File: src/rtl/id_forward_scoreboard.sv
// rtl/id_forward_scoreboard.sv - ID-stage operand forwarding and hazard scoreboard
// Optional feature macro: ID_FWD_PERF_CNT_EN (adds o_stall_cnt stall-cycle counter)
module id_forward_scoreboard #(
  parameter  int REG_AW = 5,
  parameter  int DATA_W = 32,
  parameter  int N_RD   = 2,
  parameter  int STAGES = 3,
  parameter  int LAT_W  = 2,
  localparam int SEL_W  = $clog2(STAGES + 1)
) (
  input  logic                     i_clk,
  input  logic                     i_rst_n,
  input  logic                     i_id_valid,
  input  logic                     i_id_we,
  input  logic [REG_AW-1:0]        i_id_rd,
  input  logic [LAT_W-1:0]         i_id_lat,
  input  logic                     i_flush,
  input  logic [N_RD*REG_AW-1:0]   i_rs,
  input  logic [N_RD*DATA_W-1:0]   i_rf_data,
  input  logic [STAGES*DATA_W-1:0] i_stage_data,
  output logic [N_RD*SEL_W-1:0]    o_fwd_sel,
  output logic [N_RD*DATA_W-1:0]   o_src_data,
  output logic                     o_stall
`ifdef ID_FWD_PERF_CNT_EN
  ,
  output logic [31:0]              o_stall_cnt
`endif
);

  // Scoreboard entries: index 0 is EX, higher indices are older stages.
  logic [STAGES-1:0] valid_q, valid_d;
  logic [REG_AW-1:0] rd_q  [STAGES];
  logic [REG_AW-1:0] rd_d  [STAGES];
  logic [LAT_W-1:0]  rem_q [STAGES];
  logic [LAT_W-1:0]  rem_d [STAGES];

  // Per-port match results.
  logic [N_RD-1:0]   hit_p;
  logic [N_RD-1:0]   pend_p;
  logic [N_RD-1:0]   stall_p;
  logic [SEL_W-1:0]  hit_sel  [N_RD];
  logic [DATA_W-1:0] hit_data [N_RD];
  logic              issue;

  // Resolve each read port against the scoreboard; scanning oldest to youngest lets the youngest match win.
  always_comb begin
    o_fwd_sel  = '0;
    o_src_data = i_rf_data;
    hit_p      = '0;
    pend_p     = '0;
    stall_p    = '0;
    for (int p = 0; p < N_RD; p++) begin
      hit_sel[p]  = '0;
      hit_data[p] = '0;
      for (int k = STAGES - 1; k >= 0; k--) begin
        if (valid_q[k] && (rd_q[k] == i_rs[p*REG_AW +: REG_AW]) &&
            (i_rs[p*REG_AW +: REG_AW] != '0)) begin
          hit_p[p]    = 1'b1;
          pend_p[p]   = (rem_q[k] != '0);
          hit_sel[p]  = SEL_W'(k + 1);
          hit_data[p] = i_stage_data[k*DATA_W +: DATA_W];
        end
      end
      if (hit_p[p] && !pend_p[p]) begin
        o_fwd_sel[p*SEL_W +: SEL_W]   = hit_sel[p];
        o_src_data[p*DATA_W +: DATA_W] = hit_data[p];
      end
      stall_p[p] = hit_p[p] & pend_p[p];
    end
  end

  // A flushed or empty ID slot never stalls.
  assign o_stall = i_id_valid & ~i_flush & (|stall_p);

  // Only real register writes that actually leave ID enter the scoreboard.
  assign issue = i_id_valid & i_id_we & (i_id_rd != '0) & ~o_stall & ~i_flush;

  // Next entry state: new entry or bubble at EX, older entries shift with saturating latency countdown.
  always_comb begin
    valid_d[0] = issue;
    rd_d[0]    = issue ? i_id_rd  : '0;
    rem_d[0]   = issue ? i_id_lat : '0;
    for (int k = 1; k < STAGES; k++) begin
      valid_d[k] = valid_q[k-1];
      rd_d[k]    = rd_q[k-1];
      rem_d[k]   = (rem_q[k-1] == '0) ? '0 : rem_q[k-1] - LAT_W'(1);
    end
  end

  // Scoreboard registers; reset empties every stage.
  always_ff @(posedge i_clk or negedge i_rst_n) begin
    if (!i_rst_n) begin
      valid_q <= '0;
      for (int k = 0; k < STAGES; k++) begin
        rd_q[k]  <= '0;
        rem_q[k] <= '0;
      end
    end else begin
      valid_q <= valid_d;
      for (int k = 0; k < STAGES; k++) begin
        rd_q[k]  <= rd_d[k];
        rem_q[k] <= rem_d[k];
      end
    end
  end

`ifdef ID_FWD_PERF_CNT_EN
  logic [31:0] stall_cnt_q, stall_cnt_d;

  // Stall-cycle counter, saturating at all ones.
  always_comb begin
    stall_cnt_d = stall_cnt_q;
    if (o_stall && (stall_cnt_q != 32'hFFFF_FFFF)) begin
      stall_cnt_d = stall_cnt_q + 32'd1;
    end
  end

  // Counter register, cleared only by reset.
  always_ff @(posedge i_clk or negedge i_rst_n) begin
    if (!i_rst_n) begin
      stall_cnt_q <= '0;
    end else begin
      stall_cnt_q <= stall_cnt_d;
    end
  end

  assign o_stall_cnt = stall_cnt_q;
`endif

endmodule

File: config.mk
export PLATFORM = sky130hd
export DESIGN_NAME = id_forward_scoreboard
export DESIGN_NICKNAME = d
export VERILOG_FILES = /design/src/rtl/id_forward_scoreboard.sv
export SDC_FILE = /design/constraint.sdc
export NUM_CORES = 1
export LEC_CHECK = 0
export ABC_AREA = 1
export CAP_MARGIN = 20
export CORE_ASPECT_RATIO = 1.5
export CORE_MARGIN = 5
export CORE_UTILIZATION = 43
export DETAILED_ROUTE_END_ITERATION = 12
export HOLD_SLACK_MARGIN = 0.15
export PLACE_DENSITY = 0.9
export SYNTH_ARGS = -nofsm -noshare
export SYNTH_HDL_FRONTEND = slang
export SYNTH_SLANG_ARGS = --single-unit
File: constraint.sdc
create_clock -name i_clk -period 4 [get_ports i_clk]
set_input_delay 0.8 -clock i_clk [delete_from_list [all_inputs] [get_ports i_clk]]
set_output_delay 0.8 -clock i_clk [all_outputs]
set_load 0.05 [all_outputs]
==> results.md, run 1 <==
* Status: finished, final reports clean
* Post-route clock period utilization at 0.969
* Top cells by area, synth: nand2_1, nand3_1, nor2_1
* Pwr Density at around 150 mW/mm^2
* Ys async rst share at 1.00
* Number of synthesized flops with an enable pin at 0
* Die H at roughly 140 um
* CP Class: primary input to output port
* Die X-Extent at slightly above 90 um
* Sequential share of the synthesized area at 0.133
* Num CTS Buffers at 3
* Area Growth Syn to Fin at 78.4%
* Hold wc startpoint: valid_q[0]
* Reg2Reg Depth at 11
* Place WS at approximately 0.16 ns
* R2r setup slk at 1.99 ns
* Leakage power at roughly 4.1 nW
* RSZ-0062 raised after global routing: no
* Detail Route Antenna Nets at 0
* Core footprint at 0.0102 mm^2
* First-pass GRT wire length at between 30 and 40 mm
* GRT overflow at 0
* Slew @ Worst Pin at 0.482 ns
* Syn Nets at between 1000 and 1500
* Fin Clk Skew at 0.00501 ns
* CTS sink cnt at 24
* Reg2reg start: rd_d[3]
* Num rows at 45
* 1st-iter DRT viols at ~850
* Share of cells above drive strength 1 at 0.131
* Routability congestion estimate at ~0.99
* Crit. End Element: output port
* Cell Area, Synth at 0.00450 mm^2
* Final setup fails at 0
* # fillers at around 740
* Rel. slew slack at 0.678
* Post-Layout Cell Count at 1286
* Initial antenna violation count at 0
* Critical path arrival at about 3 ns
* Final worst slack at roughly 0.12 ns
* CP Data Required Time at approximately 3.2 ns
* Worst setup startpoint: i_rs[4]
* Vias after detailed routing at about 7100
* Highest clock rate at 0.258 GHz
* Uppermost layer routed: met4
* Die ar. at about 0.013 mm^2
* Max Cap Viol at 0
* Hpwl dp at ~17 mm
* CP max FO at 18
* Cts hold-fix bufs at 0
* Share of the synthesized area in the top cell type at 0.235
* Vias per cell at ~5.5
* FF+latch area at roughly 600 um^2
* Area of the multi-input gates at about 0.0033 mm^2
* Final Slew Violations at 0
* Routed wl met2 at ~11 mm
* Finished Cell Area at 0.00804 mm^2
* Hold WC Path Type: register to register
* Tot GR Track Use at 0.320
* Startpoint Class: primary input
* N_diodes at 0
* WHS Endpoint: valid_q[1]
* Syn. warnings at 0
* Port-buffer cells at 250
* Routed wire length at approximately 21 mm
* Final nets at ~1300
* Later-pin clock latency in the skew report at roughly 0.26 ns
* Ys flop type: dfrtp_1
* Setup Fix Bufs, Post-CTS at 0
* Effective utilization at floorplan at 0.442
* Largest net degree at the start of global routing at 41
* Clock-pin slew on the worst setup and hold paths at roughly 0.06 ns
* Vias in the first global route at around 6600
* Placed Area at 0.00787 mm^2
* Distinct cells, synth at 26
* DR WL/cell at ~16 um
* Avg Cell Area, Syn at around 4.9 um^2
* H-tree Lvls at 1
* Num ports at 251
* Crit path time final at slightly below 4 ns
* Sum Neg Setup Slack at 0 ns
* Hold Vio Cnt, Final at 0
* CTS tree: done
* Dpl cells at roughly 1300
* VDD IR-drop max at approximately 0.18 mV
* Pre-antenna DRT Iters at 8
* Syn Inst Count at between 900 and 1000
* Max clock buf depth at 2
* Synth Register Bits at 24
* RR Endpoint: rd_d[9]
* M1 WL at about 7.2 mm
* CTS root buf: clkbuf_16
* # DRC at 0
* Met3 Routed Length at 2.19 mm
* Hold path cells at 0
* Biggest area consumer among synthesized cells: nand2_1
[power by group]
part           switching (mW)  internal (mW)
Combinational           0.326          0.345
Sequential            0.00641          0.249
Clock                  0.0921          0.199
Total                   0.425          0.792
[synth_stat cells (6+ instances only)]
cell	instances
nand2_1	282
nand3_1	202
nor2_1	179
inv_1	74
a21oi_1	43
buf_2	42
dfrtp_1	24
inv_2	10
buf_4	7
clkbuf_1	7
nand4_1	6
nor2_4	6
[layer usage]
| layer | vias to the layer above | track usage |
|---|---|---|
| met5 | - | 0 |
| met4 | 0 | 0.108 |
| met2 | 552 | 0.588 |
| met3 | 86 | 0.0422 |
| met1 | 3084 | 0.376 |
| li1 | 3345 | - |
[metrics by stage]
stage / power [mW] / hold slack, ns / utilization
after floorplan: 0.504 / 0.368 / -
after global placement: 0.913 / 0.403 / 0.773
after detailed placement: 0.920 / 0.409 / 0.773
after CTS: 1.21 / 0.425 / 0.783
after global routing: 1.26 / 0.450 / 0.789
final: 1.22 / 0.434 / 0.789
[state kept, by name, summed over array words and instances, names as in the netlist]
register	cells
rd_d	10
rd_q	5
rem_q	6
valid_q	3
[what timing repair did]
| item | CTS | global route |
|---|---|---|
| resized for setup | 0 | 7 |
| endpoints found under the setup margin | 0 | 19 |
| hold endpoints to repair | 0 | 0 |
[cells by family after synthesis]
kind of cell | after synthesis | share of synthesized area
xor gates and xnor gates | 1 | 0.00194
and+or+nand+nor | 695 | 0.668
buffers and inverters | 143 | 0.138
AOI/OAI and AO/OA | 51 | 0.0581
DFF | 24 | 0.133
[cells in the final DEF, fill, tap and decap left out]
master,netlist,routed
or2_2,2,2
a21oi_2,1,3
clkdlybuf4s50_1,0,181
nand2_8,0,1
nor2_2,2,6
nand2_1,282,282
buf_12,0,72
nand3b_1,1,1
a21oi_1,43,41
nand2_4,4,3
buf_6,1,3
inv_2,10,10
buf_4,7,29
o21ai_1,1,1
nand3_2,5,5
xor2_1,1,1
nand4_1,6,6
nand3_1,202,202
nand2_2,5,5
nor2_4,6,6
clkbuf_16,0,3
o21ai_0,5,5
nor2_1,179,175
o211ai_1,1,1
dfrtp_1,24,24
nor3_1,1,1
buf_16,0,1
bufinv_16,0,1
inv_1,74,74
[cell type report]
cell class | instances | area share
Clock inverter | 1 | 0.00374
Tap cell | 141 | 0.0220
Timing Repair Buffer | 286 | 0.440
Clock buffer | 3 | 0.00934
Inverter | 84 | 0.0392
Multi-Input combinational cell | 747 | 0.411
Sequential cell | 24 | 0.0747
[critical path, cell delays in order]
cell and delay, ns:
clkdlybuf4s50_1 0.63, inv_2 0.11, nand2_1 0.08, nand4_1 0.11
nor2_1 0.24, nand2_2 0.14, nand2_1 0.11, inv_2 0.04
nand2_2 0.08, nand2_4 0.08, nand2_8 0.16, buf_12 0.15
nand2_1 0.05, nand2_1 0.14, buf_12 0.16
[how the worst max path moves through the flow]
| stage | to | slack (ns) | cells past startpoint |
|---|---|---|---|
| 3_5_place_dp | o_src_data[31] | 0.16 | 14 |
| 4_1_cts | o_src_data[29] | 0.15 | 15 |
| 2_1_floorplan | o_fwd_sel[2] | 0.64 | 12 |
| 3_3_place_gp | o_src_data[54] | 0.22 | 15 |
| 6_report | o_src_data[2] | 0.12 | 15 |
| 5_1_grt | o_src_data[26] | 0.007 | 15 |
Note: power is estimated with default switching activity, not from simulation.
==> run 2, diff against run 1 <==
--- a/config.mk
+++ b/config.mk
@@ -11,8 +11,10 @@
 export CORE_MARGIN = 5
 export CORE_UTILIZATION = 43
 export DETAILED_ROUTE_END_ITERATION = 12
+export GPL_ROUTABILITY_DRIVEN = 0
 export HOLD_SLACK_MARGIN = 0.15
 export PLACE_DENSITY = 0.9
+export SETUP_SLACK_MARGIN = 0.4
 export SYNTH_ARGS = -nofsm -noshare
 export SYNTH_HDL_FRONTEND = slang
 export SYNTH_SLANG_ARGS = --single-unit
==> run 2 against run 1 <==
Net effect:
- flip-flop and latch count unchanged
- critical path depth down 3
- sequential power about the same
- sequential share of layout area down 0.17 points
- design area up 2.4%
- setup slack better by 0.34 ns
- combinational power up 0.7%
- largest power group unchanged
- first-iteration DRC count down 3.4%
- die area unchanged
- core utilization up 1.9 points
- register-to-register slack worse by 0.04 ns
==> results.md, run 2 (synthesized netlist as in run 1, its figures left out) <==
* Status: finished, final reports clean
* Pwr Density at 142 mW/mm^2 (-6.0%)
* Vias in the first global route at 6534 (-0.34%)
* CTS tree: done
* Hold wc startpoint: valid_q[0]
* CP max stage delay at 0.28 ns (-0.35 ns)
* Core footprint at 0.0102 mm^2 (unchanged)
* Effective utilization at floorplan at 0.442 (unchanged)
* Share of cells above drive strength 1 at 0.147 (+0.0156)
* Reg2reg start: rd_d[2]
* Rel. slew slack at 0.572 (-0.106)
* Hpwl dp at 16.5 mm (-0.64%)
* VDD IR-drop max at 0.220 mV (+22%)
* Hold WC Path Type: register to register
* 1st-iter DRT viols at 825 (-3.4%)
* Die H at 135 um (unchanged)
* GRT overflow at 0 (unchanged)
* Routed wire length at 21.9 mm (+3.2%)
* Die X-Extent at 93.6 um (unchanged)
* Post-Layout Cell Count at 1294 (+0.62%)
* Combinational Power Share at 0.578 (+0.027)
* Internal at 747 uW (-5.7%)
* Clock-pin slew on the worst setup and hold paths at 0.05 ns (about the same)
* Num rows at 45 (unchanged)
* FF+latch area at 601 um^2 (unchanged)
* Crit. End Element: output port
* CP Class: primary input to output port
* Place WS at 0.130 ns (-0.0298 ns)
* Final nets at 1336 (+0.60%)
* DR WL/cell at 16.9 um (+2.6%)
* Crit path time final at 3.54 ns (-0.340 ns)
* Commonest non-fill, non-tap cell in the layout: nand2_1
* CTS sink cnt at 24 (unchanged)
* Worst setup startpoint: i_rs[2]
* CP Data Required Time at 3.20 ns (about the same)
* Detail Route Antenna Nets at 0 (unchanged)
* Tot GR Track Use at 0.318 (-0.00164)
* Dpl cells at 1279 (-0.16%)
* Clk pwr share at 0.204 (-0.035)
* H-tree Lvls at 1 (unchanged)
* Initial antenna violation count at 0 (unchanged)
* First-pass GRT wire length at 32.7 mm (-1.2%)
* Vias after detailed routing at 7165 (+1.4%)
* Final Slew Violations at 0 (unchanged)
* Die ar. at 0.0127 mm^2 (unchanged)
* Worst path bufs/invs at 5 (unchanged)
* Vias per cell at 5.54 (+0.76%)
* Area Growth Syn to Fin at 82.7%
* Max reg flops at 10 (unchanged)
* Pre-antenna DRT Iters at 8 (unchanged)
* CP most frequent cell: nand2_1
* Total power at 1.17 mW (-3.8%)
* Later-pin clock latency in the skew report at 0.27 ns (about the same)
* Leakage power at 4.19 nW (+2.6%)
* Placed Area at 0.00786 mm^2 (-0.19%)
* Final setup fails at 0 (unchanged)
* Startpoint Class: primary input
* Max Cap Viol at 0 (unchanged)
* Critical path arrival at 2.74 ns (-0.34 ns)
* Sequential Power Share at 0.218 (+0.008)
* Highest clock rate at 0.283 GHz (+9.6%)
* Post-route clock period utilization at 0.884 (-0.0849)
* RSZ-0062 raised after global routing: yes
* Sw Ratio at 0.362 (+0.0131)
* Final worst slack at 0.463 ns (+0.340 ns)
* Switch Pwr at 424 uW (-0.20%)
* Fin Clk Skew at 0.0106 ns (+0.00554 ns)
* Hold Vio Cnt, Final at 0 (unchanged)
* Num ports at 251 (unchanged)
* CP max FO at 20 (+2)
* Port-buffer cells at 250 (unchanged)
* Sum Neg Setup Slack at 0 ns (unchanged)
* Crit path max-delay family: simple AND/OR/NAND/NOR gates
* Largest net degree at the start of global routing at 41 (unchanged)
* Num CTS Buffers at 3 (unchanged)
* Most frequent cells in the layout: nand2_1, nand3_1, nor2_1
* # DRC at 0 (unchanged)
* # fillers at 709 (-4.4%)
* Area of the multi-input gates at 0.00335 mm^2 (+1.4%)
* Cts hold-fix bufs at 0 (unchanged)
* Slew @ Worst Pin at 0.639 ns (+0.158 ns)
* CTS root buf: clkbuf_16
* Finished Cell Area at 0.00823 mm^2 (+2.4%)
* CP Cell Sequence: dlygate4sd2_1, inv_2, nand2_1, nor2_4, nor2_1, nand2_2, buf_4, nand3_2, buf_6, nand3_1, nand2_1, buf_12
* N_diodes at 0 (unchanged)
* CP max stage cell: dlygate4sd2_1
* Max clock buf depth at 2 (unchanged)
run 2: changes by cell type in the layout (fill, tap and decap cells not counted), moves of 2 or more:
| cell | delta |
|---|---|
| buf_6 | +11 |
| buf_4 | -10 |
| clkdlybuf4s50_1 | -10 |
| clkbuf_2 | +5 |
| buf_8 | +3 |
| dlygate4sd2_1 | +3 |
| buf_12 | +2 |
| clkbuf_16 | +2 |
| clkdlybuf4s15_1 | +2 |
| nor2_1 | -2 |
| nor2_4 | +2 |
run 2: final timing paths:
path                       cells past startpoint  slack [ns]             end
max                                           12        0.46  o_src_data[31]
min                                            0        0.43      valid_q[1]
max reg2reg                                   12        1.95        rem_q[5]
min reg2reg                                    0        0.43      valid_q[1]
max in group asynchronous                      2        2.57         rd_d[9]
min in group asynchronous                      1        0.93        rem_q[2]
run 2: routing by layer:
metal / GRT usage / wire (um) / part of all wire
met5: 0 / 0 / 0
met3: 0.0361 / 2150 / 0.098
met2: 0.597 / 11500 / 0.53
met4: 0.103 / 955 / 0.044
met1: 0.369 / 7270 / 0.33
run 2: timing repair:
action	4_1_cts	5_1_grt
gates cloned	1	2
setup endpoints to repair	67	67
pin swaps	2	8
gates resized for setup	25	33
buffers inserted	2	5
run 2: final cells by class:
cell class | instances | share of cell area
multi-input combinational | 747 | 0.408
sequential | 24 | 0.0730
inverter | 84 | 0.0383
timing repair buffer | 294 | 0.449
clock buffer | 4 | 0.0108
tap | 141 | 0.0214
run 2: power groups by stage:
| stage | Clock (mW) | Sequential (mW) | Combinational (mW) |
|---|---|---|---|
| floorplan | 0 | 0.257 | 0.247 |
| global placement | 0 | 0.259 | 0.653 |
| detailed placement | 0 | 0.260 | 0.658 |
| CTS | 0.239 | 0.255 | 0.662 |
| global route | 0.245 | 0.256 | 0.705 |
| finish | 0.239 | 0.256 | 0.676 |
run 2: worst reg2reg max path: cells and delay by family (launching register included):
family,cells,cell delay (ns)
simple gates,10,1.26
flops,1,0.42
buf+inv,2,0.29
run 2: stage by stage:
step                      hold slack, ns  utilization
final                              0.433        0.807
after global routing               0.452        0.807
after CTS                          0.436        0.789
after detailed placement           0.409        0.771
after global placement             0.407        0.771
after floorplan                    0.368            -
==> run 3, diff against run 2 <==
--- a/config.mk
+++ b/config.mk
@@ -12,7 +12,7 @@
 export CORE_UTILIZATION = 43
 export DETAILED_ROUTE_END_ITERATION = 12
 export GPL_ROUTABILITY_DRIVEN = 0
-export HOLD_SLACK_MARGIN = 0.15
+export HOLD_SLACK_MARGIN = 0.02
 export PLACE_DENSITY = 0.9
 export SETUP_SLACK_MARGIN = 0.4
 export SYNTH_ARGS = -nofsm -noshare
==> results of run 3 <==
Same layout as run 2: the final DEF is identical, and so are final timing and power.
